`src/rtl/image_write.sv`:
```
// image_write: captures one WIDTH x HEIGHT RGB frame, then streams it out as a 24-bit BMP byte stream.
// Latency: first header byte 1 cycle after capture completes; 1 byte/cycle; byte_ready low stalls output with data held.
module image_write #(
    parameter int WIDTH  = 8,
    parameter int HEIGHT = 4
) (
    input  logic       HCLK,
    input  logic       HRESETn,
    input  logic       pix_valid,
    output logic       pix_ready,
    input  logic [7:0] pix_r,
    input  logic [7:0] pix_g,
    input  logic [7:0] pix_b,
    output logic       byte_valid,
    input  logic       byte_ready,
    output logic [7:0] byte_data,
    output logic       byte_last,
    output logic       frame_done
);
    localparam int NPIX  = WIDTH * HEIGHT;
    localparam int AW    = (NPIX > 1) ? $clog2(NPIX) : 1;
    localparam int CW    = (WIDTH > 1) ? $clog2(WIDTH) : 1;
    localparam int RW    = (HEIGHT > 1) ? $clog2(HEIGHT) : 1;
    localparam int ROWB  = ((3 * WIDTH + 3) / 4) * 4;
    localparam int PAD   = ROWB - 3 * WIDTH;
    localparam int FSIZE = 54 + HEIGHT * ROWB;

    localparam logic [31:0]   C_FSIZE    = 32'(FSIZE);
    localparam logic [31:0]   C_W        = 32'(WIDTH);
    localparam logic [31:0]   C_H        = 32'(HEIGHT);
    localparam logic [1:0]    C_PAD_LAST = 2'((PAD > 0) ? PAD - 1 : 0);
    localparam logic [AW-1:0] C_PIX_LAST = AW'(NPIX - 1);
    localparam logic [CW-1:0] C_COL_LAST = CW'(WIDTH - 1);
    localparam logic [RW-1:0] C_ROW_LAST = RW'(HEIGHT - 1);

    typedef enum logic [1:0] {S_FILL, S_HDR, S_BODY, S_DONE} state_t;

    state_t        r_state, w_nxt_state;
    logic          r_pix_rdy;
    logic [AW-1:0] r_pix_cnt;
    logic [23:0]   r_store [NPIX];
    logic [23:0]   r_rd_dat;

    logic [5:0]    r_hdr_idx, w_nxt_hdr;
    logic [RW-1:0] r_row, w_nxt_row;
    logic [CW-1:0] r_col, w_nxt_col;
    logic [1:0]    r_sub, w_nxt_sub;
    logic [1:0]    r_pad, w_nxt_pad;
    logic          r_in_pad, w_nxt_in_pad;
    logic          r_end, w_nxt_end;

    logic          r_byte_vld;
    logic [7:0]    r_byte_dat;
    logic          r_byte_last;

    logic          w_pix_xfer;
    logic          w_load;
    logic [7:0]    w_hdr_byte;
    logic [7:0]    w_byte;
    logic          w_last;
    logic [AW-1:0] w_rd_addr;

    assign w_pix_xfer = pix_valid && r_pix_rdy && (r_state == S_FILL);
    // The output register refills whenever it is empty or being drained this cycle.
    assign w_load     = ((r_state == S_HDR) || (r_state == S_BODY && !r_end)) &&
                        (!r_byte_vld || byte_ready);
    assign w_rd_addr  = AW'(w_nxt_row) * AW'(WIDTH) + AW'(w_nxt_col);

    assign pix_ready  = r_pix_rdy;
    assign byte_valid = r_byte_vld;
    assign byte_data  = r_byte_dat;
    assign byte_last  = r_byte_last;
    assign frame_done = (r_state == S_DONE);

    always_ff @(posedge HCLK or negedge HRESETn) begin
        if (!HRESETn) begin
            r_state <= S_FILL;
        end else begin
            r_state <= w_nxt_state;
        end
    end

    always_comb begin
        w_nxt_state = r_state;
        case (r_state)
            S_FILL: if (w_pix_xfer && r_pix_cnt == C_PIX_LAST) w_nxt_state = S_HDR;
            S_HDR:  if (w_load && r_hdr_idx == 6'd53) w_nxt_state = S_BODY;
            S_BODY: if (r_byte_vld && byte_ready && r_byte_last) w_nxt_state = S_DONE;
            default: w_nxt_state = S_FILL;
        endcase
    end

    always_comb begin
        w_hdr_byte = 8'h00;
        case (r_hdr_idx)
            6'd0:  w_hdr_byte = 8'h42;
            6'd1:  w_hdr_byte = 8'h4D;
            6'd2:  w_hdr_byte = C_FSIZE[7:0];
            6'd3:  w_hdr_byte = C_FSIZE[15:8];
            6'd4:  w_hdr_byte = C_FSIZE[23:16];
            6'd5:  w_hdr_byte = C_FSIZE[31:24];
            6'd10: w_hdr_byte = 8'd54;
            6'd14: w_hdr_byte = 8'd40;
            6'd18: w_hdr_byte = C_W[7:0];
            6'd19: w_hdr_byte = C_W[15:8];
            6'd20: w_hdr_byte = C_W[23:16];
            6'd21: w_hdr_byte = C_W[31:24];
            6'd22: w_hdr_byte = C_H[7:0];
            6'd23: w_hdr_byte = C_H[15:8];
            6'd24: w_hdr_byte = C_H[23:16];
            6'd25: w_hdr_byte = C_H[31:24];
            6'd26: w_hdr_byte = 8'd1;
            6'd28: w_hdr_byte = 8'd24;
            default: w_hdr_byte = 8'h00;
        endcase
    end

    // Byte sequencer: its next position also addresses the store, so pixel data is ready when needed.
    always_comb begin
        logic w_row_end;
        w_nxt_hdr    = r_hdr_idx;
        w_nxt_row    = r_row;
        w_nxt_col    = r_col;
        w_nxt_sub    = r_sub;
        w_nxt_pad    = r_pad;
        w_nxt_in_pad = r_in_pad;
        w_nxt_end    = r_end;
        w_byte       = 8'h00;
        w_last       = 1'b0;
        w_row_end    = 1'b0;
        if (r_state == S_FILL || r_state == S_DONE) begin
            w_nxt_hdr    = 6'd0;
            w_nxt_row    = '0;
            w_nxt_col    = '0;
            w_nxt_sub    = 2'd0;
            w_nxt_pad    = 2'd0;
            w_nxt_in_pad = 1'b0;
            w_nxt_end    = 1'b0;
        end else if (w_load) begin
            if (r_state == S_HDR) begin
                w_byte = w_hdr_byte;
                if (r_hdr_idx == 6'd53) begin
                    w_nxt_row = C_ROW_LAST;
                    w_nxt_col = '0;
                end else begin
                    w_nxt_hdr = r_hdr_idx + 6'd1;
                end
            end else if (r_in_pad) begin
                if (r_pad == C_PAD_LAST) begin
                    w_nxt_in_pad = 1'b0;
                    w_nxt_pad    = 2'd0;
                    w_row_end    = 1'b1;
                end else begin
                    w_nxt_pad = r_pad + 2'd1;
                end
            end else begin
                case (r_sub)
                    2'd0:    w_byte = r_rd_dat[23:16];
                    2'd1:    w_byte = r_rd_dat[15:8];
                    default: w_byte = r_rd_dat[7:0];
                endcase
                if (r_sub != 2'd2) begin
                    w_nxt_sub = r_sub + 2'd1;
                end else begin
                    w_nxt_sub = 2'd0;
                    if (r_col == C_COL_LAST) begin
                        w_nxt_col = '0;
                        if (PAD != 0) w_nxt_in_pad = 1'b1;
                        else          w_row_end    = 1'b1;
                    end else begin
                        w_nxt_col = r_col + CW'(1);
                    end
                end
            end
            if (w_row_end) begin
                if (r_row == '0) begin
                    w_last    = 1'b1;
                    w_nxt_end = 1'b1;
                end else begin
                    w_nxt_row = r_row - RW'(1);
                end
            end
        end
    end

    always_ff @(posedge HCLK) begin
        if (w_pix_xfer) r_store[r_pix_cnt] <= {pix_r, pix_g, pix_b};
        r_rd_dat <= r_store[w_rd_addr];
    end

    always_ff @(posedge HCLK or negedge HRESETn) begin
        if (!HRESETn) begin
            r_pix_rdy   <= 1'b0;
            r_pix_cnt   <= '0;
            r_hdr_idx   <= 6'd0;
            r_row       <= '0;
            r_col       <= '0;
            r_sub       <= 2'd0;
            r_pad       <= 2'd0;
            r_in_pad    <= 1'b0;
            r_end       <= 1'b0;
            r_byte_vld  <= 1'b0;
            r_byte_dat  <= 8'h00;
            r_byte_last <= 1'b0;
        end else begin
            r_pix_rdy <= (w_nxt_state == S_FILL);
            if (w_pix_xfer) begin
                r_pix_cnt <= (r_pix_cnt == C_PIX_LAST) ? '0 : r_pix_cnt + AW'(1);
            end
            r_hdr_idx <= w_nxt_hdr;
            r_row     <= w_nxt_row;
            r_col     <= w_nxt_col;
            r_sub     <= w_nxt_sub;
            r_pad     <= w_nxt_pad;
            r_in_pad  <= w_nxt_in_pad;
            r_end     <= w_nxt_end;
            if (w_load) begin
                r_byte_vld  <= 1'b1;
                r_byte_dat  <= w_byte;
                r_byte_last <= w_last;
            end else if (r_byte_vld && byte_ready) begin
                r_byte_vld  <= 1'b0;
                r_byte_last <= 1'b0;
            end
        end
    end

endmodule

```
`config.mk`:
```
export PLATFORM = sky130hd
export DESIGN_NAME = image_write
export DESIGN_NICKNAME = d
export VERILOG_FILES = /design/src/rtl/image_write.sv
export SDC_FILE = /design/constraint.sdc
export NUM_CORES = 1
export LEC_CHECK = 0
export CAP_MARGIN = 10
export CORE_MARGIN = 2
export CORE_UTILIZATION = 50
export CTS_CLUSTER_DIAMETER = 120
export CTS_CLUSTER_SIZE = 30
export DETAILED_ROUTE_END_ITERATION = 6
export PLACE_DENSITY = 0.75
export SLEW_MARGIN = 20
export SYNTH_ARGS = -nofsm -noshare
export SYNTH_HDL_FRONTEND = slang
export SYNTH_SLANG_ARGS = --single-unit
```
`constraint.sdc`:
```
create_clock -name HCLK -period 8.5 [get_ports HCLK]
set_input_delay 1.7 -clock HCLK [delete_from_list [all_inputs] [get_ports HCLK]]
set_output_delay 1.7 -clock HCLK [all_outputs]
set_load 0.05 [all_outputs]
```
Word-level counts from Yosys, hierarchy flattened
Memories as Yosys holds them, arrays and structs flattened. A register that Yosys moved wholly into a read port is not among the register bits.
Index checks and enable logic that the tools add are counted.

operators by class
  add/sub/neg operators = 7
  equal/unequal tests = 11
  mux-type cells = 61
  reductions and logical operators = 29

operators with widths
  cell                   number
  $mux W2                19
  $mux W8                4
  $mux W1                24
  $mux W6                4
  $mux W3                7
  $pmux W8 S2            1
  $reduce_and A3 Y1      4
  $reduce_bool A2 Y1     6
  $logic_not A2 Y1       5
  $logic_and A1 B1 Y1    8
  $add A6 B1 Y6 const B  1
  $eq A6 B6 Y1 const B   1
  $pmux W2 S3            1
  $add A5 B1 Y5 const B  1
  $add A5 B3 Y5          1
  $eq A5 B5 Y1 const B   1
  $mux W5                1
  $add A2 B1 Y2 const B  2
  $eq A2 B1 Y1 const B   2
  $eq A2 B2 Y1 const B   2
  $ne A2 B1 Y1 const B   2
  $ne A2 B2 Y1 const B   2
  $add A3 B1 Y3 const B  1
  $eq A3 B3 Y1 const B   1
  4 further kinds        7

storage, ports and cells
  flip-flop bits (word level) = 35
  bits in writable memories = 768
  bits in read-only memories = 256
  input bits = 28
  output and inout bits = 12
  logic and storage cells = 123
  memories kept = 2

memories
  name             depth  bits a word  read ports  clocked after memory_dff  write ports  RTL line  source
  r_store          32     24           1           1                         1            41        logic [23:0] r_store [NPIX];
  (no name shown)  32     8            1           0                         0            95        case (r_hdr_idx)

Longest topological paths before layout
  word-level depth = 11
  gate-level depth with buffers = 14

Worst setup path before layout
No wires, ideal clock.

  path kind = in2reg
  from = in pix_valid
  to = mem r_store[31][0], enable pin
  setup time = 405 ps
  arrival = 3344 ps
  setup slack = 4752 ps
  cell stages on the path = 4
  cell sequence = and3_1 -> clkbuf_1 -> nand2_1 -> nor2_1

between the ends
  word-level cells in the longest chain between the ends = 4

RTL lines
  what                              RTL line  source
  start, declared                   9         input logic pix_valid,
  $logic_and A1 B1 Y1 (2 in a row)  63        assign w_pix_xfer = pix_valid && r_pix_rdy && (r_state == S_FILL);
  $mux W1                           187       if (w_pix_xfer) r_store[r_pix_cnt] <= {pix_r, pix_g, pix_b};
  $mux W1 (not written as such)     187
  end, declared                     41

Every way passes these cells.

Worst setup path after layout
  from = in byte_ready
  to = reg r_rd_dat[5], read port of r_store

between the ends
  word-level cells in the longest chain between the ends = 5
  elaborated cells on any way between the ends = 7
  classes of those cells = add/sub: 1; mux: 4; reduce/logical: 2

RTL lines
  what                                       RTL line  source
  start, declared                            15        input logic byte_ready,
  $logic_or A1 B1 Y1 (*)                     66        (!r_byte_vld || byte_ready);
  $logic_and A1 B1 Y1 (*)                    65        assign w_load = ((r_state == S_HDR) || (r_state == S_BODY && !r_end)) &&
  $mux W3 / $mux W2 (equally long branches)  139       end else if (w_load) begin
  $mux W3 / $mux W2 (equally long branches)  131       if (r_state == S_FILL || r_state == S_DONE) begin
  $add A5 B3 Y5 (*)                          67        assign w_rd_addr = AW'(w_nxt_row) * AW'(WIDTH) + AW'(w_nxt_col);
  end, declared                              42        logic [23:0] r_rd_dat;

Every way passes the cells marked *; elsewhere a longest branch is shown, timed or not.
A chain may end at the register's enable or synchronous reset.

==> results <==
- The tree built by TritonCTS fans out to between 800 and 900 sinks.
- The total clock buffers created by CTS is 31.
- The total number of placement rows is between 90 and 100.
- The number of I/O port buffers is 39.
- Yosys printed 0 warnings.
- Clock-pin slew was measured on the worst setup and hold paths at 120 ps.
- The depth of the CTS H-tree is 1.
- The reported max-cap violation count is 0.
- The switching power total is between 3000 and 4000 uW.
- For this run, the number of standard cells in the final layout without fillers is 3076.
- The number of synthesized flops with an enable pin is about 770.
- The worst-case clock skew is between 20 and 25 ps.
- Each instance of the synthesized netlist takes up on average roughly 15 um2.
- The endpoint of the worst register-to-register path is r_rd_dat[5].
- For this configuration, the core starts out at a cell density of 50.4%.
- The layout has 5023 filler cells.
- In this run the power density over the cells is around 270 nW/um2.
- The cell total after placement is between 3000 and 4000.
- In this run, the combinational gates consume between 30% and 40% of the power.
- The largest total area in the synthesized netlist belongs to edfxtp_1.
- The slowest cell on the critical path is inv_4.
- The dominant delay contributor by cell family on the critical path is buffers and inverters.
- The data required time at the worst endpoint is roughly 9000 ps.
- The share of flip-flops with an asynchronous set or reset after synthesis is ~4.2%.
- The post-cts sizing count is 0.
- The worst path buffer plus inverter count is 3.
- The final-report hold violation count is 0.
- For the worst setup path, the data arrival time is 5560 ps.
- The signal on the critical path passes through clkdlybuf4s50_1 > nor2b_1 > o31ai_4 > a21o_4 > inv_4 > buf_12 > nand2_1 > nand3_1 > nand4_1 > a311oi_1.
- After synthesis, the cell types taking the most area are edfxtp_1 (70%), mux2i_1 (7.7%), nand2_1 (4.4%), dfrtp_1 (2.6%), nand3_1 (1.9%).
- Once detail routing completed, the nets flagged for antenna violations numbered 0.
- The worst supply voltage drop on vdd is between 0.2 and 0.3 mV.
- The area inside the core boundary is roughly 66000 um2.
- After global routing the overflow that remains totals 0.
- The dominant register cell in the synthesized netlist is edfxtp_1.
- The wire length per cell after detailed routing is 25.6 um.
- The placed wire-length estimate is approximately 45000 um.
- The clock network is responsible for about a fifth of the overall power.
- The maximum number of pins on one net before global-route repair is between 150 and 200.
- The full die area is 68400 um2.
- The launch point of the worst reg-to-reg path is r_state[1].
- After synthesis, the netlist uses 60 different library cells.
- After detailed routing, the met3 layer carries between 6000 and 7000 um of wire.
- The cell-internal power is 6440 uW.
- After synthesis, flip-flops and latches occupy between 70% and 80% of the total area.
- The share of the clock period used by the worst path is around three fifths.
- Counting along the longest clock path gives a buffer depth of 3.
- The path class of the tightest hold or removal check is register to register.
- For hold timing, the worst endpoint is byte_data[3].
- The routed design has 78600 um of wire.
- The total negative slack is 0 ps.
- The synthesized cell area is roughly 33000 um2.
- The combined global-route utilization of all metal layers is about 23%.
- The critical path crosses 10 cells after its start point.
- In the detailed route, the total length drawn on met2 is roughly 38000 um.
- The total routed wire length on the met1 layer is 31000 um.
- The cell count after synthesis came out at 2200.
- The flow ran to the end, and the final reports show no timing, DRC or antenna violations.
- The net count of the mapped netlist is ~2200.
- The worst register-to-register path has a depth of 10.
- Net switching is approximately 34% of the power.
- Setup repair after global routing left no endpoint under its margin.
- The delay of the slowest cell on the worst path is around 770 ps.
- The routed via count is about 19000.
- In this run the static leakage power is 0.0122 uW.
- The final critical-path required period is about 5100 ps.
- The die span in x is between 200 and 300 um.
- The worst setup path is launched from an input port.
- The final setup violation count is 0.
- The net count reported at finish is 2234.
- The post-synthesis to final-layout area growth is 7.07%.
- The quantity of hold-fixing buffers added after cts is 0.
- Among all cell types in the netlist, the one instantiated most often is edfxtp_1.
- After the first detailed-routing iteration, the DRC count stood at about 2400.
- The routed via count divided by cell count is 6.16.
- For this run, the top clock speed supported by timing is between 0.15 and 0.2 GHz.
- The buffer cell driving the clock tree root is clkbuf_16.
- The share of cells above drive strength 1 is under 10%.
- The initial antenna violation count came to 3.
- The first-pass iteration count of the detailed router is 5.
- From bottom edge to top edge, the die measures approximately 260 um.
- Ranked by instance count, the synthesized netlist is headed by edfxtp_1 (768), nand2_1 (389), mux2i_1 (254), nand3_1 (124), nor2_1 (58).
- The start-to-end type of the worst setup path is input port to register.
- The first global-routing pass estimated between 100000 and 150000 um of wire.
- The number of global-route vias before repair came to between 15000 and 20000.
- Counting flops and latches in the post-synthesis netlist gives between 800 and 900.
- The final number of max-transition violations is 0.
- The count of unresolved DRC violations after routing is 0.
- The number of buffers inserted by post-CTS setup repair is 0.
- The clock latency reported for the late side of the worst-skew pair is roughly 650 ps.
- The placer's final routability congestion estimate is between 0.8 and 0.9.
- The TritonCTS clock tree is done.
- The critical path launch point is byte_ready.
- Counting instances, the worst hold path has a depth of 1.
- The measured slew at the worst slew-check pin is about 1200 ps.
- Across all register-to-register paths, the minimum setup slack is 4000 ps.
- The worst slew margin relative to its limit is about 22%.
- The hold path startpoint is byte_data[3].
- The nature of the critical path endpoint is a register.
- In this run the worst path has a maximum fanout of 89.
- The share of synthesized area in the top cell type comes to a little over two thirds.
- The top routing layer in use is met5.
- The I/O pin count is 40.
- Sequential cells account for between 40% and 50% of the total power.
-- layout make-up --
cell class,instances,area (um2),area share [%]
Sequential cell,827,24400,68.8
Multi-Input combinational cell,1224,8180,23.0
Tap cell,864,1080,3.04
Timing Repair Buffer,85,866,2.44
Clock buffer,53,858,2.42
Inverter,20,77.6,0.218
Clock inverter,2,25.0,0.0705
Antenna cell,1,2.50,0.00705
-- through the flow --
step | worst slack [ps] | instance area (um2) | utilization [%] | power [uW] | hold slack, ps
2_1_floorplan | 4750 | 33200 | - | 7170 | 504
4_1_cts | 3490 | 35500 | 54.0 | 9700 | 523
3_5_place_dp | 2810 | 34600 | 52.6 | 7930 | 497
3_3_place_gp | 2910 | 34500 | 52.4 | 7830 | 492
6_report | 3450 | 35500 | 54.0 | 9710 | 521
5_1_grt | 3230 | 35500 | 54.0 | 10100 | 541
-- cell usage in the layout, fill, tap and decap left out, types with 4 or more instances in the layout --
master,netlist,layout
nand3_1,124,124
o31ai_1,4,4
inv_1,19,19
buf_16,0,6
clkbuf_16,0,31
edfxtp_1,768,768
nor3_1,8,8
nand3b_1,6,6
a21oi_1,47,45
nand2_1,389,388
dfxtp_1,24,24
a31oi_1,26,26
nor2_4,0,18
mux2i_1,254,254
nor2_2,0,14
o21ai_0,17,16
mux2_2,47,47
buf_12,1,4
dfrtp_1,35,35
a211oi_1,4,4
nor2_1,58,26
nor2b_1,4,4
a32oi_1,25,25
buf_4,8,36
nand4_1,52,52
nand2b_1,8,7
a22o_1,33,33
a311oi_1,19,19
a311oi_2,6,6
buf_2,46,8
clkdlybuf4s50_1,0,31
ha_1,17,17
clkbuf_1,52,22
o22ai_1,31,31
-- flip-flops by register name (all words and copies together) (netlist names), 2 cells and up --
register   flops
r_pix_cnt      5
r_row          2
r_store      768
r_sub          2
r_pad          2
r_col          3
byte_data      8
r_state        2
r_rd_dat      24
r_hdr_idx      6
-- layer usage --
metal,vias to the layer above,GRT usage (%)
li1,8309,-
met5,-,0
met4,4,7.35
met2,934,37.6
met3,175,3.63
met1,9529,31.2
-- kinds of logic (layout without fill, tap and decap cells) --
family                     after synthesis  in the layout  share of synthesized area (%)
AOI/OAI and AO/OA                      236            236                           5.19
adders and majority gates               17             17                          0.641
buffers and inverters                  149            160                           2.38
DFF                                    827            827                           73.6
muxes                                  301            301                           9.26
other                                    0              1                              0
and+or+nand+nor                        670            670                           8.90
-- power groups by stage --
stage / clock network (uW) / registers [uW] / logic (uW)
global placement: 0 / 4780 / 3050
floorplan: 0 / 4770 / 2400
CTS: 1860 / 4700 / 3140
finish: 1850 / 4700 / 3150
global route: 2000 / 4710 / 3400
detailed placement: 0 / 4790 / 3140
-- worst max-delay path by stage --
stage	end	slack, ps
5_1_grt	r_rd_dat[8]	3230
6_report	r_rd_dat[5]	3450
4_1_cts	r_rd_dat[5]	3490
3_5_place_dp	r_rd_dat[5]	2810
3_3_place_gp	r_rd_dat[5]	2910
2_1_floorplan	r_store[31][0]	4750
-- worst register-to-register path: cells and delay by family, from the launching register on --
family / cells / cell delay (ps)
compound gates: 4 / 1770
mux: 2 / 530
simple gates: 1 / 330
flops: 1 / 440
buf+inv: 2 / 800
fa+ha+maj: 1 / 480
No activity file was read; power rests on OpenSTA's default activity.
